==> src/rtl/bit_stream_packer_pkg.sv <==
// Shared types and sizing helpers for the bit stream packer and the
// downstream population counter it feeds.
package bit_stream_pkg;

   typedef enum logic {
      IDLE = 1'b0,
      FILL = 1'b1
   } packer_state_t;

   // Width of a bit counter able to hold 0..width inclusive
   function automatic int cnt_w(input int width);
      return $clog2(width) + 32'sd1;
   endfunction

endpackage

==> src/rtl/bit_stream_packer_if.sv <==
// Serial-bit input and packed-word output bundle of the bit stream packer.
interface bit_stream_packer_if
   import bit_stream_pkg::*;
#(
   parameter int WIDTH = 8
) ();

   localparam int CW = cnt_w(WIDTH);

   logic             bit_val_i;
   logic             bit_i;
   logic             bit_last_i;
   logic [WIDTH-1:0] data_o;
   logic [CW-1:0]    data_mod_o;
   logic             data_val_o;

   modport master (
      output bit_val_i, bit_i, bit_last_i,
      input  data_o, data_mod_o, data_val_o
   );

   modport slave (
      input  bit_val_i, bit_i, bit_last_i,
      output data_o, data_mod_o, data_val_o
   );

endinterface

==> src/rtl/bit_stream_packer.sv <==
// Packs a serial bit stream into WIDTH-bit words, emitting zero-padded
// partial words at end of frame so a downstream popcount stays exact.
module bit_stream_packer
   import bit_stream_pkg::*;
#(
   parameter int WIDTH     = 8,
   parameter bit MSB_FIRST = 1'b1
) (
   input logic                clk_i,
   input logic                arst_n_i,
   bit_stream_packer_if.slave bus
);

   localparam int CW = cnt_w(WIDTH);

   packer_state_t    state_r;
   logic [CW-1:0]    cnt_r;
   logic [WIDTH-1:0] shreg_r;
   logic [WIDTH-1:0] data_r;
   logic [CW-1:0]    data_mod_r;
   logic             data_val_r;

   logic [CW-1:0]    base_s;
   logic [CW-1:0]    pos_s;
   logic [WIDTH-1:0] word_s;
   logic             done_s;

   // Slot for the incoming bit, merged word, and word-completion decision
   always_comb begin
      base_s = '0;
      case (state_r)
         IDLE:    base_s = '0;
         FILL:    base_s = cnt_r;
         default: base_s = '0;
      endcase

      if (MSB_FIRST) begin
         pos_s = CW'(WIDTH - 1) - base_s;
      end else begin
         pos_s = base_s;
      end

      word_s = shreg_r;
      for (int i = 0; i < WIDTH; i++) begin
         if (CW'(i) == pos_s) begin
            word_s[i] = bus.bit_i;
         end else begin
            word_s[i] = shreg_r[i];
         end
      end

      if (bus.bit_val_i && (bus.bit_last_i || (base_s == CW'(WIDTH - 1)))) begin
         done_s = 1'b1;
      end else begin
         done_s = 1'b0;
      end
   end

   // Packer FSM: accumulate accepted bits, emit and clear on completion
   always_ff @(posedge clk_i or negedge arst_n_i) begin
      if (!arst_n_i) begin
         state_r    <= IDLE;
         cnt_r      <= '0;
         shreg_r    <= '0;
         data_r     <= '0;
         data_mod_r <= '0;
         data_val_r <= 1'b0;
      end else begin
         data_val_r <= 1'b0;
         if (done_s) begin
            data_r     <= word_s;
            data_mod_r <= base_s + CW'(1);
            data_val_r <= 1'b1;
            shreg_r    <= '0;
            cnt_r      <= '0;
            state_r    <= IDLE;
         end else if (bus.bit_val_i) begin
            shreg_r <= word_s;
            cnt_r   <= base_s + CW'(1);
            state_r <= FILL;
         end else begin
            shreg_r <= shreg_r;
            cnt_r   <= cnt_r;
            state_r <= state_r;
         end
      end
   end

   assign bus.data_o     = data_r;
   assign bus.data_mod_o = data_mod_r;
   assign bus.data_val_o = data_val_r;

endmodule

==> src/flat_wrapper.sv <==
// flat-port wrapper written by rule: the top's interface ports become plain ports
module bit_stream_packer_flat import bit_stream_pkg::*;
#(
   parameter int WIDTH     = 8,
   parameter bit MSB_FIRST = 1'b1
)
  (clk_i, arst_n_i, bus_bit_val_i, bus_bit_i, bus_bit_last_i, bus_data_o, bus_data_mod_o, bus_data_val_o);
  bit_stream_packer_if #(.WIDTH(WIDTH)) bus_i ();
  input logic clk_i;
  input logic arst_n_i;
  input wire logic [$bits(bus_i.bit_val_i)-1:0] bus_bit_val_i;
  input wire logic [$bits(bus_i.bit_i)-1:0] bus_bit_i;
  input wire logic [$bits(bus_i.bit_last_i)-1:0] bus_bit_last_i;
  output wire logic [$bits(bus_i.data_o)-1:0] bus_data_o;
  output wire logic [$bits(bus_i.data_mod_o)-1:0] bus_data_mod_o;
  output wire logic [$bits(bus_i.data_val_o)-1:0] bus_data_val_o;
  assign bus_i.bit_val_i = bus_bit_val_i;
  assign bus_i.bit_i = bus_bit_i;
  assign bus_i.bit_last_i = bus_bit_last_i;
  assign bus_data_o = bus_i.data_o;
  assign bus_data_mod_o = bus_i.data_mod_o;
  assign bus_data_val_o = bus_i.data_val_o;
  bit_stream_packer #(.WIDTH(WIDTH), .MSB_FIRST(MSB_FIRST)) u_core (.clk_i(clk_i), .arst_n_i(arst_n_i), .bus(bus_i));
endmodule
==> config.mk <==
export PLATFORM = sky130hd
export DESIGN_NAME = bit_stream_packer_flat
export DESIGN_NICKNAME = d
export VERILOG_FILES = /design/src/rtl/bit_stream_packer_pkg.sv /design/src/rtl/bit_stream_packer_if.sv /design/src/rtl/bit_stream_packer.sv /design/src/flat_wrapper.sv
export SDC_FILE = /design/constraint.sdc
export NUM_CORES = 1
export LEC_CHECK = 0
export CAP_MARGIN = 15
export CORE_ASPECT_RATIO = 2
export CORE_UTILIZATION = 50
export DETAILED_ROUTE_END_ITERATION = 6
export PLACE_DENSITY = 0.85
export SYNTH_ARGS = -nofsm -noshare
export SYNTH_HDL_FRONTEND = slang
export SYNTH_SLANG_ARGS = --single-unit
==> constraint.sdc <==
create_clock -name clk_i -period 2.1 [get_ports clk_i]
set_input_delay 0.42 -clock clk_i [delete_from_list [all_inputs] [get_ports clk_i]]
set_output_delay 0.42 -clock clk_i [all_outputs]
set_load 0.02 [all_outputs]
==> impl_metrics.env <==
export IMPL_yosys_area_top_type="dfrtp_1"
export IMPL_gp_congestion=0.852
export IMPL_post_cts_buffers=0
export IMPL_path_class="register to register"
export IMPL_dpl_instance_area_sq_um=1520
export IMPL_crit_reg2reg_launch="u_core.cnt_r[3]"
export IMPL_initial_core_util_pct=51.9
export IMPL_ys_ff_latch=26
export IMPL_cts_clk_slew_worst_paths_ns=0.09
export IMPL_cts_sinks=26
export IMPL_syn_inst=130
export IMPL_cts_buffers=3
export IMPL_drv_slew=0
export IMPL_io_buffer_count=17
export IMPL_hold_path_class="primary input to asynchronous set/reset pin"
export IMPL_post_route_cell_area_sq_um=1570
export IMPL_die_w_um=38.3
export IMPL_irDropWorstVdd_mv=0.799
export IMPL_synth_top_cell_area_share_pct=49.4
export IMPL_outcome="finished, final reports clean"
export IMPL_area_delta_synth_final_pct=19.3
export IMPL_dpl_cell_count=172
export IMPL_rsz0062_at_grt="no"
export IMPL_final_cells=176
export IMPL_syn_nets=135
export IMPL_powerDensity_nw_per_um2=737
export IMPL_critical_path_arrival_ns=1.89
export IMPL_dp_hpwl_um=2160
export IMPL_final_seq_area_sq_um=651
export IMPL_grt_max_degree=27
export IMPL_synthArstFlopShare_pct=100
export IMPL_viasPerCell=6.15
export IMPL_nets=154
export IMPL_coreArea_sq_um=2540
export IMPL_drive_gt1_share_pct=12.8
export IMPL_path_max_fanout=9
export IMPL_antenna_found_initial=0
export IMPL_start_kind="register"
export IMPL_cts_resized=0
export IMPL_cts_hold_buf=0
export IMPL_ys_seq_area_share_pct=49.4
export IMPL_ys_flop_type="dfrtp_1"
export IMPL_clock_path_buffers=2
export IMPL_die_h_um=74.6
export IMPL_root_buffer="clkbuf_8"
export IMPL_die_area_sq_um=2850
export IMPL_leakage_nw=0.647
export IMPL_setup_tns_ns=0
export IMPL_worst_pin_slew_ns=0.555
export IMPL_drt_pass1_iterations=4
export IMPL_fillers=220
export IMPL_yosys_cell_count_top_type="dfrtp_1"
export IMPL_grt_pass1_wl_um=4920
export IMPL_ant_nets=0
export IMPL_avgSynthCellArea_sq_um=10.1
export IMPL_clock_latency_ns=0.27
export IMPL_route_vias_total=1082
export IMPL_ctsHtreeMaxLevel=1
export IMPL_worstSetupEndpointType="register"
export IMPL_postRouteWirelength_um=3000
export IMPL_skew_ns=0.00294
export IMPL_drc=0
export IMPL_grt_pass1_vias=1069
export IMPL_synthTopCellsByCount="dfrtp_1, a21oi_1, mux2i_1, inv_1, o21ai_0"
export IMPL_grt_usage_pct=24.2
export IMPL_multi_input_area_sq_um=577
export IMPL_finalSetupViolations=0
export IMPL_yosysWarnings=0
export IMPL_io_pins=18
export IMPL_dr_first_iter_drc_count=43
export IMPL_slew_headroom_pct=62.6
export IMPL_wire_per_inst_um=17.0
export IMPL_n_antenna_cell=0
export IMPL_crit_required_ns=2.27
export IMPL_min_period_ns=1.72
export IMPL_startpoint="u_core.cnt_r[3]"
export IMPL_synthesis_area_sq_um=1320
export IMPL_cts_tree="yes"
export IMPL_final_hold_violation_count=0
export IMPL_max_clock_freq_mhz=580
export IMPL_synth_edff_count=0
export IMPL_ys_types=34
export IMPL_cap_violations=0
export IMPL_ys_top_cells_by_area="dfrtp_1, mux2i_1, a21oi_1"
export IMPL_grt_ovfl_total=0
export IMPL_fin_crit_sh_pct=82.1
export IMPL_rows=26
==> flip-flops by register name, summed over array words and instances, names as in the netlist <==
name,cells
u_core.state_r,1
u_core.bus.data_val_o,1
u_core.bus.data_o,8
u_core.bus.data_mod_o,4
u_core.cnt_r,4
u_core.shreg_r,8
==> routing by layer <==
layer  share of wire (%)  vias up  track usage (%)  wire length, um
met1                  39      536             29.4             1180
met2                  53       38             39.2             1600
met4                 3.2        0             13.5               95
met3                 4.0        9             4.18              121
met5                   0        -                0                0
li1                    -      499                -                -
==> layout by cell type, fill, tap and decap left out, drive strengths merged, types with 3 or more instances in the layout <==
cell type      netlist  routed
clkdlybuf4s50        0      17
nor2b                3       3
a22o                 4       4
xnor2                3       3
nand2                6       6
o21ai                9       9
a21oi               17      17
buf                  7       7
inv                  8       8
clkbuf               3       4
mux2i                9       9
nor2                 7       7
nand3                7       7
dfrtp               26      26
==> final cells by class <==
type                            instances  share of cell area, %
Clock buffer                            4                   3.51
Inverter                                8                   1.91
Multi-Input combinational cell         86                   36.7
Sequential cell                        26                   41.4
Tap cell                               28                   2.23
Timing Repair Buffer                   24                   14.2
==> path summary, 6_finish.rpt <==
check | endpoint | slack [ns] | cells after the start
worst max-delay path | u_core.bus.data_mod_o[1] | 0.38 | 4
worst max register to register | u_core.bus.data_mod_o[1] | 0.38 | 4
worst min-delay path | u_core.cnt_r[0] | 0.50 | 2
max in group asynchronous | u_core.bus.data_o[0] | 1.35 | 2
worst min register to register | u_core.shreg_r[2] | 0.51 | 1
min in group clk_i | u_core.shreg_r[2] | 0.51 | 1
==> report_power, final <==
part	internal (W)	total [W]	leakage, nW	switching [W]
Combinational	0.000114	0.000255	0.284	0.000141
Sequential	0.000542	0.000577	0.334	0.0000344
Clock	0.000168	0.000326	0.0288	0.000158
==> stage by stage <==
step	worst slack (ns)	hold slack, ns	power, W	util (%)
after CTS	0.400	0.513	0.00116	61.9
after global placement	0.222	0.486	0.000832	59.7
final	0.377	0.502	0.00116	61.9
after global routing	0.263	0.529	0.00121	61.9
after detailed placement	0.175	0.492	0.000840	59.7
after floorplan	0.600	0.124	0.000731	-
==> worst max-delay path, stage by stage (launching register included) <==
cell	delay [ns]
dfrtp_1	0.51
nand2b_4	0.23
o21a_2	0.29
nor2_4	0.22
mux2_2	0.36
==> kinds of logic (layout without fill, tap and decap cells) <==
logic type	count (synthesis)	in the layout	synth area share, %
DFF	26	26	49.4
muxes	11	11	8.56
buffers and inverters	18	36	6.75
AOI/OAI and AO/OA	41	41	19.5
xor gates and xnor gates	3	3	2.00
and+or+nand+nor	31	31	13.8
Note: power is estimated with default switching activity, not from simulation.
